**src/rtl/fetch_sequencer_if.sv**
```systemverilog
// Handshake bundle between the fetch sequencer, its instruction memory,
// the controlling host and the instruction consumer.
interface fetch_sequencer_if;
  logic        start;
  logic [31:0] start_pc;
  logic        redirect;
  logic [31:0] redirect_pc;

  logic [31:0] imem_pc;
  logic [31:0] imem_instr;
  logic        imem_done;

  logic        out_valid;
  logic        out_ready;
  logic [31:0] out_instr;
  logic [31:0] out_pc;

  logic        busy;
  logic        halted;
  logic        fault;

  modport slave (
    input  start, start_pc, redirect, redirect_pc,
    input  imem_instr, imem_done, out_ready,
    output imem_pc, out_valid, out_instr, out_pc, busy, halted, fault
  );

  modport master (
    output start, start_pc, redirect, redirect_pc,
    output imem_instr, imem_done, out_ready,
    input  imem_pc, out_valid, out_instr, out_pc, busy, halted, fault
  );
endinterface

```
**src/rtl/fetch_sequencer.sv**
```systemverilog
// Instruction fetch sequencer: walks a word-indexed instruction memory into a
// small prefetch FIFO, with start/redirect control and an end-of-program drain.
//
// state | meaning
// IDLE  | after reset, waiting for start
// RUN   | fetching into the queue while space allows
// DRAIN | no more fetches, waiting for the consumer to empty the queue
// HALT  | program finished (or faulted), waiting for a new start
module fetch_sequencer #(
  parameter int MEM_WORDS = 128,
  parameter int QDEPTH    = 2
) (
  input logic              clk,
  input logic              rst,
  fetch_sequencer_if.slave bus
);

  localparam int AW = (QDEPTH > 1) ? $clog2(QDEPTH) : 1;
  localparam int CW = AW + 1;

  typedef enum logic [1:0] {
    IDLE  = 2'd0,
    RUN   = 2'd1,
    DRAIN = 2'd2,
    HALT  = 2'd3
  } state_t;

  state_t        state;
  logic [31:0]   fetch_pc;
  logic [AW-1:0] rd_ptr;
  logic [AW-1:0] wr_ptr;
  logic [CW-1:0] count;
  logic          fault_q;
  logic          busy_q;
  logic          halted_q;

  logic [31:0]   q_pc    [QDEPTH];
  logic [31:0]   q_instr [QDEPTH];

  logic          queue_valid;
  logic          pop;
  logic          has_space;
  logic          in_range;
  logic          do_start;
  logic          do_redirect;
  logic          push;

  assign queue_valid = (count != '0);
  assign pop         = queue_valid && bus.out_ready;
  assign has_space   = (count < CW'(QDEPTH)) || pop;
  assign in_range    = (fetch_pc < 32'(MEM_WORDS));
  assign do_start    = bus.start && ((state == IDLE) || (state == HALT));
  assign do_redirect = bus.redirect && ((state == RUN) || (state == DRAIN));

  // Range check outranks imem_done, and a redirect suppresses the push outright.
  assign push = (state == RUN) && !do_redirect && in_range && has_space
                && !bus.imem_done;

  always_ff @(posedge clk or posedge rst) begin
    if (rst) begin
      state    <= IDLE;
      fetch_pc <= '0;
      rd_ptr   <= '0;
      wr_ptr   <= '0;
      count    <= '0;
      fault_q  <= 1'b0;
      busy_q   <= 1'b0;
      halted_q <= 1'b0;
    end else begin
      if (push) wr_ptr <= wr_ptr + AW'(1);
      if (pop)  rd_ptr <= rd_ptr + AW'(1);
      count <= count + CW'(push) - CW'(pop);

      case (state)
        IDLE, HALT: begin
          if (do_start) begin
            state    <= RUN;
            fetch_pc <= bus.start_pc;
            rd_ptr   <= '0;
            wr_ptr   <= '0;
            count    <= '0;
            fault_q  <= 1'b0;
            busy_q   <= 1'b1;
            halted_q <= 1'b0;
          end
        end

        RUN: begin
          if (do_redirect) begin
            fetch_pc <= bus.redirect_pc;
            rd_ptr   <= '0;
            wr_ptr   <= '0;
            count    <= '0;
          end else if (!in_range) begin
            fault_q <= 1'b1;
            state   <= DRAIN;
          end else if (has_space) begin
            if (bus.imem_done) state <= DRAIN;
            else               fetch_pc <= fetch_pc + 32'd1;
          end
        end

        DRAIN: begin
          if (do_redirect) begin
            state    <= RUN;
            fetch_pc <= bus.redirect_pc;
            rd_ptr   <= '0;
            wr_ptr   <= '0;
            count    <= '0;
          end else if (count == '0) begin
            state    <= HALT;
            busy_q   <= 1'b0;
            halted_q <= 1'b1;
          end
        end

        default: begin
          state    <= IDLE;
          busy_q   <= 1'b0;
          halted_q <= 1'b0;
        end
      endcase
    end
  end

  // Payload storage needs no reset; occupancy is tracked by count alone.
  always_ff @(posedge clk) begin
    if (push) begin
      q_pc[wr_ptr]    <= fetch_pc;
      q_instr[wr_ptr] <= bus.imem_instr;
    end
  end

  assign bus.imem_pc   = fetch_pc;
  assign bus.out_valid = queue_valid;
  assign bus.out_pc    = q_pc[rd_ptr];
  assign bus.out_instr = q_instr[rd_ptr];
  assign bus.busy      = busy_q;
  assign bus.halted    = halted_q;
  assign bus.fault     = fault_q;

endmodule
```
**src/flat_wrapper.sv**
```systemverilog
// flat-port wrapper written by rule: the top's interface ports become plain ports
module fetch_sequencer_flat 
#(
  parameter int MEM_WORDS = 128,
  parameter int QDEPTH    = 2
)
  (clk, rst, bus_start, bus_start_pc, bus_redirect, bus_redirect_pc, bus_imem_instr, bus_imem_done, bus_out_ready, bus_imem_pc, bus_out_valid, bus_out_instr, bus_out_pc, bus_busy, bus_halted, bus_fault);
  fetch_sequencer_if bus_i ();
  input logic clk;
  input logic rst;
  input wire logic [$bits(bus_i.start)-1:0] bus_start;
  input wire logic [$bits(bus_i.start_pc)-1:0] bus_start_pc;
  input wire logic [$bits(bus_i.redirect)-1:0] bus_redirect;
  input wire logic [$bits(bus_i.redirect_pc)-1:0] bus_redirect_pc;
  input wire logic [$bits(bus_i.imem_instr)-1:0] bus_imem_instr;
  input wire logic [$bits(bus_i.imem_done)-1:0] bus_imem_done;
  input wire logic [$bits(bus_i.out_ready)-1:0] bus_out_ready;
  output wire logic [$bits(bus_i.imem_pc)-1:0] bus_imem_pc;
  output wire logic [$bits(bus_i.out_valid)-1:0] bus_out_valid;
  output wire logic [$bits(bus_i.out_instr)-1:0] bus_out_instr;
  output wire logic [$bits(bus_i.out_pc)-1:0] bus_out_pc;
  output wire logic [$bits(bus_i.busy)-1:0] bus_busy;
  output wire logic [$bits(bus_i.halted)-1:0] bus_halted;
  output wire logic [$bits(bus_i.fault)-1:0] bus_fault;
  assign bus_i.start = bus_start;
  assign bus_i.start_pc = bus_start_pc;
  assign bus_i.redirect = bus_redirect;
  assign bus_i.redirect_pc = bus_redirect_pc;
  assign bus_i.imem_instr = bus_imem_instr;
  assign bus_i.imem_done = bus_imem_done;
  assign bus_i.out_ready = bus_out_ready;
  assign bus_imem_pc = bus_i.imem_pc;
  assign bus_out_valid = bus_i.out_valid;
  assign bus_out_instr = bus_i.out_instr;
  assign bus_out_pc = bus_i.out_pc;
  assign bus_busy = bus_i.busy;
  assign bus_halted = bus_i.halted;
  assign bus_fault = bus_i.fault;
  fetch_sequencer #(.MEM_WORDS(MEM_WORDS), .QDEPTH(QDEPTH)) u_core (.clk(clk), .rst(rst), .bus(bus_i));
endmodule
```
**config.mk**
```make
export PLATFORM = sky130hd
export DESIGN_NAME = fetch_sequencer_flat
export DESIGN_NICKNAME = d
export VERILOG_FILES = /design/src/rtl/fetch_sequencer_if.sv /design/src/rtl/fetch_sequencer.sv /design/src/flat_wrapper.sv
export SDC_FILE = /design/constraint.sdc
export NUM_CORES = 1
export LEC_CHECK = 0
export BUFFER_PORTS_ARGS = -buffer_cell sky130_fd_sc_hd__buf_2
export CAP_MARGIN = 10
export CORE_MARGIN = 3
export CORE_UTILIZATION = 43
export DETAILED_ROUTE_END_ITERATION = 12
export GPL_TIMING_DRIVEN = 1
export MAX_ROUTING_LAYER = met4
export PLACE_DENSITY = 0.74
export SETUP_SLACK_MARGIN = 0.15
export SYNTH_ARGS = -nofsm -noshare
export SYNTH_HDL_FRONTEND = slang
export SYNTH_SLANG_ARGS = --single-unit
```
**constraint.sdc**
```tcl
create_clock -name clk -period 4.2 [get_ports clk]
set_clock_uncertainty 0.1 [all_clocks]
set_input_delay 0.42 -clock clk [delete_from_list [all_inputs] [get_ports clk]]
set_output_delay 0.42 -clock clk [all_outputs]
set_load 0.02 [all_outputs]
```
==> impl_metrics.json <==
{
  "cellPowerDensity_nw_per_um2": 680,
  "critPathKind": "reg -> reg",
  "rsz0062_at_grt": "false",
  "synth_cell_types": 52,
  "cts_sinks": 169,
  "routabilityCongestion": 0.883,
  "seq_area_frac_synth_pct": 64.5,
  "drtAntennaViolNets": 0,
  "vias_per_cell": 5.70,
  "worstSetupStartpointType": "register",
  "place_area_um2": 8880,
  "cts_made_buffers": 17,
  "cts.path.max_buffers": 2,
  "fmax_mhz": 311,
  "wire_per_inst_um": 21.0,
  "slew_headroom_pct": 30.7,
  "synth_top_cell_by_area": "edfxtp_1",
  "drive_gt1_share_pct": 42.6,
  "maxCapViolations": 0,
  "grt_pass1_wl_um": 32100,
  "synth_area_um2": 7550,
  "synth_edf_count": 128,
  "core_um2": 16900,
  "synth_nets": 658,
  "cts.clk_slew.worst_paths_ns": 0.07,
  "synth.area.top_cells": "edfxtp_1 (51%), dfrtp_1 (14%), mux2_2 (12%)",
  "ir_worst_vdd_mv": 0.590,
  "rows": 47,
  "syn_inst": 548,
  "cts_tree": "built",
  "p_total_w": 0.00642,
  "cts_hold_buf": 0,
  "cts-root-buf": "clkbuf_16",
  "start_util_pct": 44.7,
  "p_leak_nw": 3.70,
  "grt_pass1_vias": 5808,
  "first_pass_iters": 5,
  "clock_latency_ns": 0.42,
  "cts_setup_buffers": 0,
  "finalInstanceArea_um2": 9450,
  "place_ws_ns": 1.01,
  "outcome": "completed",
  "vias": 5618,
  "synth-seq-cells": 169,
  "n_antenna_cell": 0,
  "grt_max_degree": 52,
  "synth_warnings": 0,
  "whs_ns": 0.0223,
  "ios": 202,
  "finalSetupViolCount": 0,
  "track_usage_pct": 22.0,
  "period_minus_slack_ns": 3.21,
  "avgSynthCellArea_um2": 13.8,
  "wl_um": 20700,
  "crit_fanout": 12,
  "cp.required_ns": 4.41,
  "die_height_um": 138,
  "hold_viol_final": 0,
  "post_cts_resized": 0,
  "fin_ws_ns": 0.987,
  "h-tree-depth": 4,
  "synthFlopType": "edfxtp_1",
  "async_flop_share_pct": 24.3,
  "final_max_slew_viol_count": 0,
  "tns_ns": 0,
  "arrival_ns": 3.42,
  "antenna_found_initial": 0,
  "area.growth.synth_to_final_pct": 25.2,
  "overflow": 0,
  "hold_class": "in -> async",
  "end_kind": "register",
  "worst_pin_slew_ns": 1.04,
  "hpwlAfterDp_um": 14500,
  "dieArea_um2": 19200,
  "drt_iter0_drc": 415,
  "nNetsFinal": 863,
  "fill_cells": 1387,
  "route.detailed.drc": 0,
  "period_share_pct": 76.5,
  "die_w_um": 138,
  "synth_top_area_share_pct": 50.9,
  "numPortBuffers": 201
}
[metrics by stage]
step	std cells	util (%)
global route	986	56.0
finish	986	56.0
CTS	986	56.0
floorplan	548	-
detailed placement	954	52.6
global placement	954	52.6
[registers in the layout (all words and copies together) (netlist names)]
register	flops
u_core.count	2
u_core.state	2
u_core.bus.fault	1
u_core.rd_ptr	1
u_core.bus.busy	1
u_core.q_instr	64
u_core.bus.imem_pc	32
u_core.wr_ptr	1
u_core.q_pc	64
u_core.bus.halted	1
[cell usage after synthesis, types with 4 or more instances]
cell type / number
edfxtp_1: 128
mux2_2: 78
dfrtp_1: 41
nand2_1: 33
o21ai_0: 29
clkbuf_1: 24
nor2_1: 21
inv_1: 20
nand3_1: 13
a21oi_1: 12
a31oi_1: 11
nand4_1: 11
o31ai_1: 10
and2_1: 8
ha_1: 8
nor4_1: 8
nand2b_1: 7
xnor2_1: 6
a221oi_1: 5
a2bb2oi_1: 5
a22oi_1: 4
and3_1: 4
buf_2: 4
nor3_1: 4
xor2_1: 4
[area by class of cell]
type                       count  area, um^2  share of cell area [%]
sequential                   169        4870                    51.5
clock inverter                11         124                    1.31
multi-input combinational    331        2530                    26.7
inverter                      20        75.1                   0.794
clock buffer                  21         450                    4.77
timing repair buffer         214        1130                    11.9
tap                          220         275                    2.91
[critical path, stage by stage (launching register included)]
cell and delay, ns:
dfrtp_1 0.47, nor4_1 0.40, nand4_1 0.22, o41a_1 0.65, nor2_2 0.57, buf_4 0.32, mux2_2 0.36
[final timing paths]
| path | slack [ns] | cells after the start | to | start |
|---|---|---|---|---|
| worst max-delay path | 0.99 | 6 | u_core.bus.imem_pc[1]$_DFFE_PP0P_ | u_core.bus.imem_pc[20]$_DFFE_PP0P_ |
| worst min-delay path | 0.02 | 3 | u_core.bus.halted$_DFFE_PP0P_ | rst |
| worst max register to register | 0.99 | 6 | u_core.bus.imem_pc[1]$_DFFE_PP0P_ | u_core.bus.imem_pc[20]$_DFFE_PP0P_ |
| worst min register to register | 0.45 | 2 | u_core.bus.halted$_DFFE_PP0P_ | u_core.bus.halted$_DFFE_PP0P_ |
| max in group asynchronous | 3.52 | 3 | u_core.rd_ptr$_DFF_PP0_ | rst |
| min in group clk | 0.08 | 1 | u_core.q_instr[1][22]$_DFFE_PP_ | bus_imem_instr[22] |
[layout by cell type, fill, tap and decap left out, drive strengths merged, types with 6 or more instances in the layout]
master  netlist  final
ha            8      8
o21ai        29     29
nand2        33     33
and2          8      8
a21oi        12     12
dfrtp        41     41
clkinv        0      6
mux2         78     78
nand4        11     11
clkbuf       24     21
o31ai        10     10
nor4          8      8
a31oi        11     11
nand2b        7      7
edfxtp      128    128
xnor2         6      6
nor2         21     21
nand3        13     13
buf           4    214
inv          20     19
[metal layers]
layer	vias to the layer above	track usage, %	routed length [um]
met3	47	4.97	1470
met5	-	-	0
met1	2730	27.8	8500
met2	312	35.0	10100
li1	2529	-	-
met4	0	8.01	628
[cell families after synthesis]
family	synth area share, %
flip-flops	64.5
AO/OA/AOI/OAI	10.5
AND/OR/NAND/NOR	8.01
buffers and inverters	2.45
multiplexers	12.0
XOR/XNOR	1.16
adder cells (fa/ha/maj)	1.33
[report_power, final]
group,internal [W],switching [W]
combinational,0.000942,0.00156
sequential,0.00207,0.000337
clock,0.000889,0.000632
total,0.00390,0.00253
Note: power is estimated with default switching activity, not from simulation.
